--- src/rtl/multpath_tester.sv ---
// multpath_tester: sweeps every A/B pair into a multicycle adder and checks its sum
module multpath_tester #(
   parameter int INPUT_WIDTH = 4,
   parameter int SUM_WIDTH   = 5,
   parameter int HOLD_CYCLES = 4,
   parameter int ERR_WIDTH   = 9
) (
   input  logic                   clock,
   input  logic                   reset_n,
   input  logic                   start,
   output logic [INPUT_WIDTH-1:0] A,
   output logic [INPUT_WIDTH-1:0] B,
   input  logic [SUM_WIDTH-1:0]   sum,
   output logic                   busy,
   output logic                   done,
   output logic                   pass,
   output logic [ERR_WIDTH-1:0]   err_count,
   output logic                   first_err_valid,
   output logic [INPUT_WIDTH-1:0] first_err_A,
   output logic [INPUT_WIDTH-1:0] first_err_B
);
   typedef enum logic [1:0] {S_IDLE, S_DRIVE, S_DONE} state_t;
   localparam logic [7:0] HOLD_LAST = 8'(HOLD_CYCLES - 1);
   localparam logic [INPUT_WIDTH-1:0] OP_MAX = '1;
   state_t state_q, state_d;
   logic [INPUT_WIDTH-1:0] a_q, a_d, b_q, b_d, fea_q, fea_d, feb_q, feb_d;
   logic [7:0] hold_q, hold_d;
   logic [ERR_WIDTH-1:0] err_q, err_d;
   logic fev_q, fev_d;
   logic launch, sample, last_pair, mismatch;
   logic [SUM_WIDTH-1:0] expect_sum;
   assign launch     = (state_q != S_DRIVE) && start;
   assign sample     = (state_q == S_DRIVE) && (hold_q == HOLD_LAST);
   assign last_pair  = (a_q == OP_MAX) && (b_q == OP_MAX);
   assign expect_sum = SUM_WIDTH'(a_q) + SUM_WIDTH'(b_q);
   assign mismatch   = sample && (sum != expect_sum);
   // state and datapath registers
   always_ff @(posedge clock or negedge reset_n) begin
      if (!reset_n) begin
         state_q <= S_IDLE;
         a_q     <= '0;
         b_q     <= '0;
         hold_q  <= '0;
         err_q   <= '0;
         fev_q   <= 1'b0;
         fea_q   <= '0;
         feb_q   <= '0;
      end else begin
         state_q <= state_d;
         a_q     <= a_d;
         b_q     <= b_d;
         hold_q  <= hold_d;
         err_q   <= err_d;
         fev_q   <= fev_d;
         fea_q   <= fea_d;
         feb_q   <= feb_d;
      end
   end
   // next state: start is only looked at outside DRIVE; the last compared pair ends the sweep
   always_comb begin
      state_d = launch ? S_DRIVE : (sample && last_pair) ? S_DONE : state_q;
   end
   // datapath next values: hold counting, pair advance, mismatch capture
   always_comb begin
      a_d    = a_q;
      b_d    = b_q;
      hold_d = hold_q;
      err_d  = err_q;
      fev_d  = fev_q;
      fea_d  = fea_q;
      feb_d  = feb_q;
      if (launch) begin
         a_d    = '0;
         b_d    = '0;
         hold_d = '0;
         err_d  = '0;
         fev_d  = 1'b0;
         fea_d  = '0;
         feb_d  = '0;
      end else if (state_q == S_DRIVE) begin
         hold_d = sample ? 8'd0 : hold_q + 8'd1;
         if (sample && !last_pair) begin
            b_d = b_q + 1'b1;
            if (b_q == OP_MAX) a_d = a_q + 1'b1;
         end
         if (mismatch) begin
            err_d = &err_q ? err_q : err_q + 1'b1;
            if (!fev_q) begin
               fev_d = 1'b1;
               fea_d = a_q;
               feb_d = b_q;
            end
         end
      end
   end
   // outputs decoded from state and result registers
   always_comb begin
      busy            = state_q == S_DRIVE;
      done            = state_q == S_DONE;
      pass            = (state_q == S_DONE) && (err_q == '0);
      A               = a_q;
      B               = b_q;
      err_count       = err_q;
      first_err_valid = fev_q;
      first_err_A     = fea_q;
      first_err_B     = feb_q;
   end
endmodule

--- config.mk ---
export PLATFORM = sky130hd
export DESIGN_NAME = multpath_tester
export DESIGN_NICKNAME = d
export VERILOG_FILES = /design/src/rtl/multpath_tester.sv
export SDC_FILE = /design/constraint.sdc
export NUM_CORES = 1
export LEC_CHECK = 0
export ABC_CLOCK_PERIOD_IN_PS = 2900
export BUFFER_PORTS_ARGS = -buffer_cell sky130_fd_sc_hd__buf_2
export CELL_PAD_IN_SITES_DETAIL_PLACEMENT = 2
export CELL_PAD_IN_SITES_GLOBAL_PLACEMENT = 2
export CORE_ASPECT_RATIO = 1.4
export CORE_UTILIZATION = 34
export DETAILED_ROUTE_END_ITERATION = 10
export GPL_ROUTABILITY_DRIVEN = 0
export GPL_TIMING_DRIVEN = 0
export PLACE_DENSITY = 0.88
export SYNTH_ARGS = -nofsm -noshare
export SYNTH_HDL_FRONTEND = slang
export SYNTH_SLANG_ARGS = --single-unit
--- constraint.sdc ---
create_clock -name clock -period 2.9 [get_ports clock]
set_clock_uncertainty 0.15 [all_clocks]
set_input_delay 0.435 -clock clock [delete_from_list [all_inputs] [get_ports clock]]
set_output_delay 0.435 -clock clock [all_outputs]
set_load 0.005 [all_outputs]
After elaboration in Yosys (flattened, before gate mapping)
Cells that the tools add are included.
{"block": "classes", "n_eq_ne": 9, "mux": 27, "reduce_logical": 20, "n_addsub": 5}
{"operator": "4-bit 2-to-1 mux", "n": 15}
{"operator": "9-bit 2-to-1 mux", "n": 4}
{"operator": "8-bit 2-to-1 mux", "n": 3}
{"operator": "2-bit nonzero test", "n": 5}
{"operator": "9-bit by 1-bit adder with 9-bit output, second input constant", "n": 1}
{"operator": "9-bit logical NOT", "n": 1}
{"operator": "3-bit AND reduction", "n": 3}
{"operator": "9-bit AND reduction", "n": 1}
{"operator": "4-bit by 1-bit adder with 4-bit output, second input constant", "n": 2}
{"operator": "8-bit by 1-bit adder with 8-bit output, second input constant", "n": 1}
{"operator": "4-bit == test, second input constant", "n": 2}
{"operator": "8-bit by 2-bit == test with 1-bit output, second input constant", "n": 1}
{"operator": "1-bit logical AND", "n": 7}
{"operator": "4-bit by 4-bit adder with 5-bit output", "n": 1}
{"operator": "5-bit inequality test", "n": 1}
{"operator": "2-bit 2-to-1 mux", "n": 2}
{"operator": "2-bit by 1-bit inequality test with 1-bit output, second input constant", "n": 2}
{"operator": "2-bit AND reduction", "n": 2}
{"operator": "1-bit 2-to-1 mux", "n": 3}
{"operator": "2-bit by 1-bit == test with 1-bit output, second input constant", "n": 1}
{"operator": "2-bit == test, second input constant", "n": 1}
{"operator": "2-bit inequality test, second input constant", "n": 1}
{"operator": "1-bit logical NOT", "n": 1}
{"block": "word_totals", "reg_bits": 36, "out_inout_bits": 29, "wordCells": 69}

Depth between registers and ports, before layout
{"block": "logic_depth", "depth_word": 7, "mapped_depth": 7, "mapped_depth_nobuf": 7}

Worst setup path after synthesis
Ideal clock, no wire load.
{"block": "synth_timing", "kind": "register to register", "from": "register a_q[0], in the netlist A[0]", "to": "register fea_q[0], in the netlist first_err_A[0]", "period_less_slack_ns": 2.654, "path_stages_with_launch": 8, "setup_time_ns": 0.079, "t_required_ns": 2.671, "arrival_time_ns": 2.425, "path_slack_ns": 0.246, "path_buffers": 0, "cell_sequence": "dfrtp_1 > ha_1 > fa_1 > xnor3_1 > nand3_1 > or3_1 > o21ai_2 > mux2i_1"}
{"block": "synth_via", "elab_chain_cells": 5, "elab_cells_between_ends": 9}
{"element": "start, declared", "line": "26", "rtl": "logic [INPUT_WIDTH-1:0] a_q, a_d, b_q, b_d, fea_q, fea_d, feb_q, feb_d;"}
{"element": "start signal, assigned", "line": "41", "rtl": "a_q <= '0;"}
{"element": "start signal, assigned", "line": "50", "rtl": "a_q <= a_d;"}
{"element": "4-bit by 4-bit adder with 5-bit output", "line": "35", "rtl": "assign expect_sum = SUM_WIDTH'(a_q) + SUM_WIDTH'(b_q);"}
{"element": "5-bit inequality test", "line": "36", "rtl": "assign mismatch = sample && (sum != expect_sum);"}
{"element": "1-bit logical AND", "line": "36"}
{"element": "2-bit nonzero test (no line)"}
{"element": "3-bit AND reduction (no line)"}
{"element": "end signal, assigned", "line": "46", "rtl": "fea_q <= '0;"}
{"element": "end signal, assigned", "line": "55", "rtl": "fea_q <= fea_d;"}
{"element": "end, declared", "line": "26"}
Several ways; a longest one is shown, not always the timed one. The select of a mux whose other input is x is not followed.
A chain may end at the register's enable or synchronous reset.

Worst setup path in the final report
{"block": "layout_timing", "from": "register b_q[0], in the netlist B[0]", "to": "register err_q[0], in the netlist err_count[0]"}
{"block": "layout_via", "elab_chain_cells": 5}
{"element": "start, declared", "line": "26"}
{"element": "start signal, assigned", "line": "42", "rtl": "b_q <= '0;"}
{"element": "start signal, assigned", "line": "51", "rtl": "b_q <= b_d;"}
{"element": "4-bit by 4-bit adder with 5-bit output", "line": "35"}
{"element": "5-bit inequality test", "line": "36"}
{"element": "1-bit logical AND", "line": "36"}
{"element": "2-bit nonzero test (no line)"}
{"element": "3-bit AND reduction (no line)"}
{"element": "end signal, assigned", "line": "53", "rtl": "err_q <= err_d;"}
{"element": "end, declared", "line": "28", "rtl": "logic [ERR_WIDTH-1:0] err_q, err_d;"}
No other way between the ends.

==> impl_metrics.toml <==
[outcome]
outcome = "finished clean"

[synth]
synth_nets = 241
postSynth.asyncResetShare_pct = 100
synthCells = 222
ys.flop_type = "dfrtp_1"
ys_warn_count = 0
seq_area_frac_synth_pct = 42.3
synth_area_leader_cell = "dfrtp_1"
synth_top_area_share_pct = 42.3
yosys_register_bits = 36
netlist_top_cells_area = "dfrtp_1 (42%), mux2i_1 (6.6%), ha_1 (5.9%)"
ys_top_cells_by_count = "dfrtp_1 (36), nand2_1 (25), nor2_1 (20)"
synth_edf_count = 0
synthDistinctLibCells = 43
syn-cell-area_mm2 = 0.00213
syn_area_per_cell_um2 = 9.60
yosysMostFrequentCell = "dfrtp_1"

[timing]
fmax_mhz = 351
finalCritPeriodShare_pct = 98.2
setup_viol = 0
worst_slew_pin_slew_ps = 859
tns_ps = 0
hold_violations = 0
fin_crit_ps = 2850
drv_slew = 0
hold_ws_ps = 96.6
slew-limit-headroom_pct = 42.7
rsz0062_at_grt = "true"

[worst_setup_path]
critical_path.cell_chain = "ha_1 > fa_1 > xnor3_1 > nand3_1 > nor3_2 > a211oi_2 > buf_4 > o31ai_1"
worstPathMaxFanout = 6
max_stage_delay_ps = 500
end_kind = "flip-flop"
cp.arrival_ps = 2900
critPathRequiredTime_ps = 2950
criticalPathCategory = "flip-flop to flip-flop"
worst_path_max_delay_cell = "nor3_2"
startpoint_type = "flip-flop"

[flow_run]
maxCapViolations = 0

[place]
place.port_buffers = 36
dp.cells = 328
place_hpwl_um = 4630

[layout]
fin_util_pct = 43.3
area_delta_synth_final_pct = 20.7
final_cells = 338
diodes = 0
final_nets = 286
drive_above_1_share_pct = 23.1
nFillCells = 659

[clock_network]
tritoncts = "built"
worstSkewPairLatency_ps = 300
htreeDepth = 2
path_clk_slew_ps = 80
cts_buffer_depth = 2
clkSinkCount = 36
clock-root-buffer = "clkbuf_8"
holdBufCountCts = 0
numCtsBuffers = 5

[detailed_routing]
m1WireLength_um = 2710
drtIter0Drc = 65
antenna_left = 0
vias = 1840
drt_wl_total_um = 6240
dr.pass1.iters = 3
maxUsedRoutingLayer = "met4"
drc = 0
met3WireLength_um = 126
viasPerCell = 5.44
wl_per_cell_um = 18.5
route.met2.wl_um = 3370

[die]
start_util_pct = 35.8
core-area_mm2 = 0.00595
die_area_mm2 = 0.00659
rows = 33
fp.dieW_um = 68.9
die_h_um = 95.7
io_pins = 37

[global_routing]
grt_pass1_wl_um = 10200
antenna_found_initial = 0
grt_max_degree = 37
grt_pass1_vias = 2021
track_usage_pct = 21.5
grt-ovfl-total = 0

[pwr]
clock_power_share_pct = 23.7
power_frac_seq_pct = 39.8
power_density_mw_per_mm2 = 742
power.leakage_uw = 0.00129
comb_power_share_pct = 36.5
p_switching_uw = 726
ir_drop_v = 0.000303
p_int_uw = 1180
power.total_uw = 1910
sw_frac_of_total_pct = 38.0

[hold_path]
hp-class = "input port to async pin"
[layer usage]
layer	GRT usage (%)	vias to the layer above
met5	0	-
met4	5.10	0
met3	3.95	4
met2	39.3	23
met1	25.0	937
li1	-	876
[layout make-up]
type	count	area [µm²]	area share, %
Timing Repair Buffer	38	208	8.07
Clock inverter	3	42.5	1.65
Sequential cell	36	902	35.1
Multi-Input combinational cell	167	1190	46.4
Inverter	15	56.3	2.19
Clock buffer	5	68.8	2.68
Tap cell	70	87.6	3.40
Buffer	4	15.0	0.584
[power by group through the flow]
stage / clock, µW / sequential, µW / combinational, µW
finish: 453 / 760 / 697
detailed placement: 0 / 769 / 670
global placement: 0 / 754 / 621
CTS: 465 / 761 / 709
floorplan: 0 / 734 / 431
global route: 483 / 781 / 796
[cells by family after synthesis]
| family | synth area share, % |
|---|---|
| AO/OA/AOI/OAI | 11.8 |
| XOR/XNOR | 5.17 |
| adder cells (fa/ha/maj) | 6.81 |
| buffers and inverters | 3.35 |
| flip-flops | 42.3 |
| multiplexers | 7.10 |
| AND/OR/NAND/NOR | 23.5 |
[timing repair]
action	4_1_cts	5_1_grt
setup endpoints to repair	15	15
resized for setup	4	3
pin swaps	2	0
buffers inserted	2	0
[metrics by stage]
step           worst slack, ps  area [µm²]
2_1_floorplan              246        2130
3_3_place_gp             -77.9        2400
3_5_place_dp              -283        2400
4_1_cts                   18.5        2560
5_1_grt                  -78.1        2570
6_report                  52.3        2570
[critical path: cells and delay by family, from the launching register on]
| kind | cells | cell delay [ps] |
|---|---|---|
| XOR/XNOR | 1 | 300 |
| flip-flops | 1 | 470 |
| AND/OR/NAND/NOR | 2 | 620 |
| AO/OA/AOI/OAI | 2 | 360 |
| buffers and inverters | 1 | 190 |
| adder cells (fa/ha/maj) | 2 | 650 |
[placed cells by master, fill, tap and decap left out, types with 2 or more instances in the layout]
master     netlist  final
buf_2            0     36
dfrtp_1         36     35
nand2_1         25     25
nor2_1          20     20
inv_1           14     14
mux2i_1         14     14
o21ai_0         12     12
ha_1            10     10
nand3_1          8      8
xnor2_1          7      7
nand2b_1         6      6
and3_1           6      6
a21oi_1          6      5
clkbuf_8         0      5
clkbuf_1         4      4
nand4_1          4      4
and2_1           4      4
o31ai_1          4      4
o211ai_1         3      3
nor2b_1          2      2
nor4b_1          2      2
nor4_1           2      2
a21o_1           2      2
xor2_1           3      2
and3_2           2      2
or3_4            1      2
or4_1            2      2
a2111oi_1        3      2
o221ai_1         2      2
a31oi_1          2      2
[path summary, 6_finish.rpt]
path	startpoint	cells past startpoint	slack (ps)	endpoint
setup / recovery	B[0]	8	50	err_count[0]
hold / removal	reset_n	1	100	first_err_B[1]
setup reg to reg	B[0]	8	50	err_count[0]
hold reg to reg	state_q[1]	2	380	state_q[1]
max in group asynchronous	reset_n	1	1920	B[0]
min in group clock	start	3	300	hold_q[1]
[flip-flops by register name, summed over array words and instances (netlist names)]
register / cells
A: 4
B: 4
err_count: 9
first_err_A: 4
first_err_B: 4
first_err_valid: 1
hold_q: 8
state_q: 2
Note: power is estimated with default switching activity, not from simulation.
